## config.mk

```make
export PLATFORM = sky130hd
export DESIGN_NAME = gf2m_pow_seq_flat
export DESIGN_NICKNAME = d
export VERILOG_FILES = /design/src/rtl/gf2m_pkg.sv /design/src/rtl/gf2m_pow_seq_if.sv /design/src/rtl/gf2m_mul.sv /design/src/rtl/gf2m_pow_seq.sv /design/src/flat_wrapper.sv
export SDC_FILE = /design/constraint.sdc
export NUM_CORES = 1
export LEC_CHECK = 0
export ABC_AREA = 0
export BUFFER_PORTS_ARGS = -buffer_cell sky130_fd_sc_hd__clkbuf_2
export CAP_MARGIN = 20
export CORE_MARGIN = 4
export CORE_UTILIZATION = 59
export CTS_CLUSTER_SIZE = 28
export DETAILED_ROUTE_END_ITERATION = 12
export PLACE_DENSITY = 0.8
export SYNTH_ARGS = -nofsm -noshare
export SYNTH_HDL_FRONTEND = slang
export SYNTH_SLANG_ARGS = --single-unit
export TNS_END_PERCENT = 10
```

## constraint.sdc

```tcl
create_clock -name clk -period 2.8 [get_ports clk]
set_clock_uncertainty 0.2 [all_clocks]
set_input_delay 0.14 -clock clk [delete_from_list [all_inputs] [get_ports clk]]
set_output_delay 0.14 -clock clk [all_outputs]
set_load 0.005 [all_outputs]
```

## src/rtl/gf2m_pkg.sv

```systemverilog
// gf2m_pkg: shared FSM state type, default field constants and index sizing helper for the GF(2^M) power engine.
package gf2m_pkg;
    typedef enum logic [1:0] {IDLE, RUN, DONE} state_t;
    localparam int M_DEF = 6;
    localparam int unsigned POLY_DEF = 32'h43;
    function automatic int clog2(input int n);
        int r;
        r = 0;
        while ((1 << r) < n) r++;
        return (r < 1) ? 1 : r;
    endfunction
endpackage

```

## src/rtl/gf2m_pow_seq_if.sv

```systemverilog
// gf2m_pow_seq_if: operand/result valid-ready bundle between sweep controller, power engine and collector.
interface gf2m_pow_seq_if import gf2m_pkg::*; #(parameter int M = M_DEF);
    logic         in_valid;
    logic         in_ready;
    logic [M-1:0] in_x;
    logic [M-1:0] in_e;
    logic         out_valid;
    logic         out_ready;
    logic [M-1:0] out_y;
    logic         busy;
    modport slave (input in_valid, in_x, in_e, out_ready, output in_ready, out_valid, out_y, busy);
    modport master (output in_valid, in_x, in_e, out_ready, input in_ready, out_valid, out_y, busy);
endinterface

```

## src/rtl/gf2m_mul.sv

```systemverilog
// gf2m_mul: combinational a*b in GF(2^M), polynomial basis, reduced mod POLY (Horner, MSB of b first).
module gf2m_mul #(
    parameter int          M    = 6,
    parameter int unsigned POLY = 32'h43
) (
    input  logic [M-1:0] i_a,
    input  logic [M-1:0] i_b,
    output logic [M-1:0] o_p
);
    localparam logic [M-1:0] RED = POLY[M-1:0];
    logic [M-1:0] w_p;
    always_comb begin
        w_p = '0;
        for (int i = M - 1; i >= 0; i--)
            w_p = {w_p[M-2:0], 1'b0} ^ (w_p[M-1] ? RED : '0) ^ (i_b[i] ? i_a : '0);
    end
    assign o_p = w_p;
endmodule

```

## src/rtl/gf2m_pow_seq.sv

```systemverilog
// gf2m_pow_seq: sequential y = x^e in GF(2^M) by left-to-right square-and-multiply, one exponent bit per cycle.
// Optional SMS_AFFINE_OUT_EN XORs a broadcast parity of x[2]^x[4] into the result.
module gf2m_pow_seq import gf2m_pkg::*; #(
    parameter int          M    = M_DEF,
    parameter int unsigned POLY = POLY_DEF
) (
    input logic              clk,
    input logic              rst,
    gf2m_pow_seq_if.slave    bus
);
    localparam int IW = clog2(M);
    localparam logic [M-1:0] ONE = {{(M-1){1'b0}}, 1'b1};
    state_t        r_state;
    logic [M-1:0]  r_acc, r_x, r_e, r_y;
    logic [IW-1:0] r_idx;
    logic          r_in_ready, r_out_valid, r_busy;
    logic [M-1:0]  w_sq, w_b, w_mul, w_aff;
    assign w_b = r_e[r_idx] ? r_x : ONE;
`ifdef SMS_AFFINE_OUT_EN
    assign w_aff = {M{r_x[2] ^ r_x[4]}};
`else
    assign w_aff = '0;
`endif
    gf2m_mul #(.M(M), .POLY(POLY)) u_sq  (.i_a(r_acc), .i_b(r_acc), .o_p(w_sq));
    gf2m_mul #(.M(M), .POLY(POLY)) u_mul (.i_a(w_sq),  .i_b(w_b),   .o_p(w_mul));
    always_ff @(posedge clk) begin
        if (rst) begin
            r_state     <= IDLE;
            r_in_ready  <= 1'b1;
            r_out_valid <= 1'b0;
            r_busy      <= 1'b0;
            r_y         <= '0;
            r_acc       <= '0;
            r_x         <= '0;
            r_e         <= '0;
            r_idx       <= '0;
        end else begin
            case (r_state)
                IDLE: if (bus.in_valid) begin
                    r_x        <= bus.in_x;
                    r_e        <= bus.in_e;
                    r_acc      <= ONE;
                    r_idx      <= IW'(M - 1);
                    r_in_ready <= 1'b0;
                    r_busy     <= 1'b1;
                    r_state    <= RUN;
                end
                RUN: begin
                    r_acc <= w_mul;
                    r_idx <= r_idx - IW'(1);
                    if (r_idx == '0) begin
                        r_y         <= w_mul ^ w_aff;
                        r_out_valid <= 1'b1;
                        r_state     <= DONE;
                    end
                end
                DONE: if (bus.out_ready) begin
                    r_out_valid <= 1'b0;
                    r_in_ready  <= 1'b1;
                    r_busy      <= 1'b0;
                    r_state     <= IDLE;
                end
                default: r_state <= IDLE;
            endcase
        end
    end
    assign bus.in_ready  = r_in_ready;
    assign bus.out_valid = r_out_valid;
    assign bus.out_y     = r_y;
    assign bus.busy      = r_busy;
endmodule
```

## src/flat_wrapper.sv

```systemverilog
// flat-port wrapper written by rule: the top's interface ports become plain ports
module gf2m_pow_seq_flat import gf2m_pkg::*;
#(
    parameter int          M    = M_DEF,
    parameter int unsigned POLY = POLY_DEF
)
  (clk, rst, bus_in_valid, bus_in_x, bus_in_e, bus_out_ready, bus_in_ready, bus_out_valid, bus_out_y, bus_busy);
  gf2m_pow_seq_if #(.M(M)) bus_i ();
  input logic clk;
  input logic rst;
  input wire logic [$bits(bus_i.in_valid)-1:0] bus_in_valid;
  input wire logic [$bits(bus_i.in_x)-1:0] bus_in_x;
  input wire logic [$bits(bus_i.in_e)-1:0] bus_in_e;
  input wire logic [$bits(bus_i.out_ready)-1:0] bus_out_ready;
  output wire logic [$bits(bus_i.in_ready)-1:0] bus_in_ready;
  output wire logic [$bits(bus_i.out_valid)-1:0] bus_out_valid;
  output wire logic [$bits(bus_i.out_y)-1:0] bus_out_y;
  output wire logic [$bits(bus_i.busy)-1:0] bus_busy;
  assign bus_i.in_valid = bus_in_valid;
  assign bus_i.in_x = bus_in_x;
  assign bus_i.in_e = bus_in_e;
  assign bus_i.out_ready = bus_out_ready;
  assign bus_in_ready = bus_i.in_ready;
  assign bus_out_valid = bus_i.out_valid;
  assign bus_out_y = bus_i.out_y;
  assign bus_busy = bus_i.busy;
  gf2m_pow_seq #(.M(M), .POLY(POLY)) u_core (.clk(clk), .rst(rst), .bus(bus_i));
endmodule
```

==> impl_metrics.tcl <==
set metrics [dict create \
    status "completed" \
    relSlewSlack_pct 56.6 \
    syn_avg_cell_area_sq_um 8.35 \
    synth_top_area_share_pct 28.3 \
    drive_above_1_share_pct 20.6 \
    yosys.area.top_type "dfxtp_1" \
    hold_buffers 13 \
    layout_common_cells "54 x nand2_1, 32 x dfxtp_1, 30 x a21oi_1, 24 x clkbuf_2, 16 x xnor2_1" \
    chipWidth_um 69.9 \
    row_count 22 \
    path_delay_family "compound AO/OA/AOI/OAI gates" \
    dpl_cell_area_sq_mm 0.00238 \
    ant_nets 0 \
    routed_wl_um 5250 \
    synthTopCellsByArea "dfxtp_1 28%, nand2_1 9.0%, a21oi_1 6.6%, xnor2_1 6.2%, xnor3_1 4.0%" \
    fin_util_pct 70.5 \
    layout_min_cycle_time_ps 2610 \
    p_per_area_mw_per_mm2 453 \
    syn_inst 271 \
    critPathBufInv 0 \
    path_max_fanout 13 \
    yosys_register_bits 32 \
    tightest_slew_ps 650 \
    grt_overflow 0 \
    fin_total_pwr_mw 1.18 \
    core_sq_mm 0.00369 \
    fmax_mhz 382 \
    synth_area_sq_mm 0.00226 \
    cts.path.max_buffers 2 \
    antenna_found_initial 0 \
    gp_congestion 0.830 \
    track_usage_pct 22.5 \
    synth.distinct_cells 52 \
    clock_power_share_pct 31.4 \
    ir_worst_vdd_mv 0.439 \
    clock-sinks 32 \
    p_int_mw 0.814 \
    clk_pin_slew_worst_paths_ps 70 \
    synth-seq-area-share_pct 28.3 \
    final_net_count 318 \
    numCtsBuffers 5 \
    stdcell_area_sq_mm 0.00260 \
    arrival_ps 2650 \
    yosysWarnings 0 \
    post_cts_resized 0 \
    synth_edf_count 0 \
    p_sw_mw 0.363 \
    p_leak_nw 1.07 \
    initial_utilization_pct 61.3 \
    numPortBuffers 24 \
    final_max_slew_viol_count 0 \
    synth-main-ff-cell "dfxtp_1" \
    wl_per_cell_um 15.0 \
    drt-pass1-iter-count 4 \
    startpoint_type "register" \
    clock-root-buffer "clkbuf_8" \
    swShare_pct 30.8 \
    hold_class "in -> reg" \
    async_flop_share_pct 0 \
    setup_viol 0 \
    fin_crit_sh_pct 93.4 \
    worstSetupPathType "reg -> reg" \
    grt_pass1_wl_um 8920 \
    dieArea_sq_mm 0.00489 \
    grt_pass1_vias 1872 \
    grt_max_degree 30 \
    layout_commonest_cell "nand2_1" \
    finalHoldViolations 0 \
    via_count 1979 \
    clk_latency_ps 280 \
    h-tree-depth 2 \
    grt_setup_unrepaired "no" \
    cp_cell_sequence "mux2_4, a221oi_2, xnor3_1, o21ai_1, o31a_2, mux2i_1, a31o_1" \
    vias_per_cell 5.67 \
    slowest_stage "dfxtp_1" \
    cts_tree "yes" \
    die_h_um 69.9 \
    cts_setup_buffers 0 \
    tns_ps 0 \
    ios 25 \
    drtIter0Drc 52 \
    area_growth_pct 14.9 \
    post-dp-hpwl_um 3590 \
    diodes 0 \
    seqPwrFrac_pct 46.1 \
    fillers 299 \
    cp.required_ps 2830 \
    slowest_delay_ps 590 \
    multi_input_area_sq_mm 0.00148 \
    syn-num-nets 289 \
    drc 0 \
    share_comb_of_total_power_pct 22.5 \
    cap_violations 0 \
    seq_area_sq_um 641 \
    crit_path_end_kind "register" \
]
==> routing by layer <==
metal	global-route usage, %	routed length [um]	up-vias
met5	0	0	-
met4	6.60	79	0
met3	4.03	133	9
met2	40.5	2690	25
met1	27.0	2350	954
li1	-	-	991
==> logic make-up (layout without fill, tap and decap cells) <==
kind of cell             count (synthesis)  count (layout)  share of synthesized area (%)
multiplexers                            16              16                           8.41
AND/OR/NAND/NOR                         99              99                           22.0
adder cells (fa/ha/maj)                  2               2                           1.11
flip-flops                              32              32                           28.3
XOR/XNOR                                26              26                           13.2
AO/OA/AOI/OAI                           67              67                           20.7
buffers and inverters                   29              59                           6.31
==> metrics by stage <==
step / hold WS (ps) / instances / setup slack (ps)
finish: 127 / 349 / 185
global route: 179 / 349 / 45.4
CTS: 121 / 349 / 192
detailed placement: 171 / 328 / 213
global placement: 162 / 328 / 289
floorplan: 76.0 / 271 / 552
==> flip-flops by register name, indices dropped and copies added, names as in the netlist <==
| signal | count |
|---|---|
| u_core.bus.in_ready | 1 |
| u_core.r_idx | 3 |
| u_core.r_x | 6 |
| u_core.r_state | 2 |
| u_core.r_e | 6 |
| u_core.r_acc | 6 |
| u_core.bus.out_y | 6 |
| u_core.bus.out_valid | 1 |
| u_core.bus.busy | 1 |
==> layout make-up <==
type,count,area share [%]
clock buffers,8,3.47
inverters,7,1.01
multi-input cells,210,56.9
flip-flops and latches,32,24.7
well taps,48,2.31
repair buffers,44,11.7
==> synthesized netlist by cell type (all sizes together) (2+ instances only) <==
| cell type | count |
|---|---|
| a211o | 2 |
| nor3b | 2 |
| o211ai | 2 |
| xnor3 | 4 |
| a31o | 2 |
| nor2 | 13 |
| nand2 | 54 |
| clkbuf | 9 |
| mux2 | 8 |
| a211oi | 6 |
| a221oi | 6 |
| xnor2 | 16 |
| dfxtp | 32 |
| or4 | 2 |
| o21ai | 10 |
| a21oi | 32 |
| xor2 | 5 |
| nor2b | 6 |
| and2b | 2 |
| mux2i | 7 |
| buf | 13 |
| nand2b | 5 |
| o31a | 2 |
| nand3 | 3 |
| ha | 2 |
| and4bb | 4 |
| inv | 7 |
==> worst register-to-register path, cell delays in order, from the launching register on <==
cell	delay (ps)
dfxtp_1	590
mux2_4	350
a221oi_2	310
xnor3_1	460
o21ai_1	120
o31a_2	200
mux2i_1	220
a31o_1	110
==> power by group through the flow <==
stage / clock network [mW] / logic (mW) / registers, mW
finish: 0.370 / 0.265 / 0.542
global route: 0.391 / 0.296 / 0.548
CTS: 0.370 / 0.263 / 0.541
detailed placement: 0 / 0.247 / 0.551
global placement: 0 / 0.240 / 0.549
floorplan: 0 / 0.207 / 0.522
==> final timing paths <==
path                                start                          endpoint  slack [ps]  cells past startpoint
max reg2reg  u_core.r_acc[5]$_SDFFE_PP0P_      u_core.r_acc[1]$_SDFFE_PP0P_         190                      7
min reg2reg    u_core.r_e[1]$_SDFFE_PP0P_        u_core.r_e[1]$_SDFFE_PP0P_         260                      2
min                          bus_in_valid  u_core.bus.in_ready$_SDFFE_PP1P_         130                      4
max          u_core.r_acc[5]$_SDFFE_PP0P_      u_core.r_acc[1]$_SDFFE_PP0P_         190                      7
Note: power is estimated with default switching activity, not from simulation.
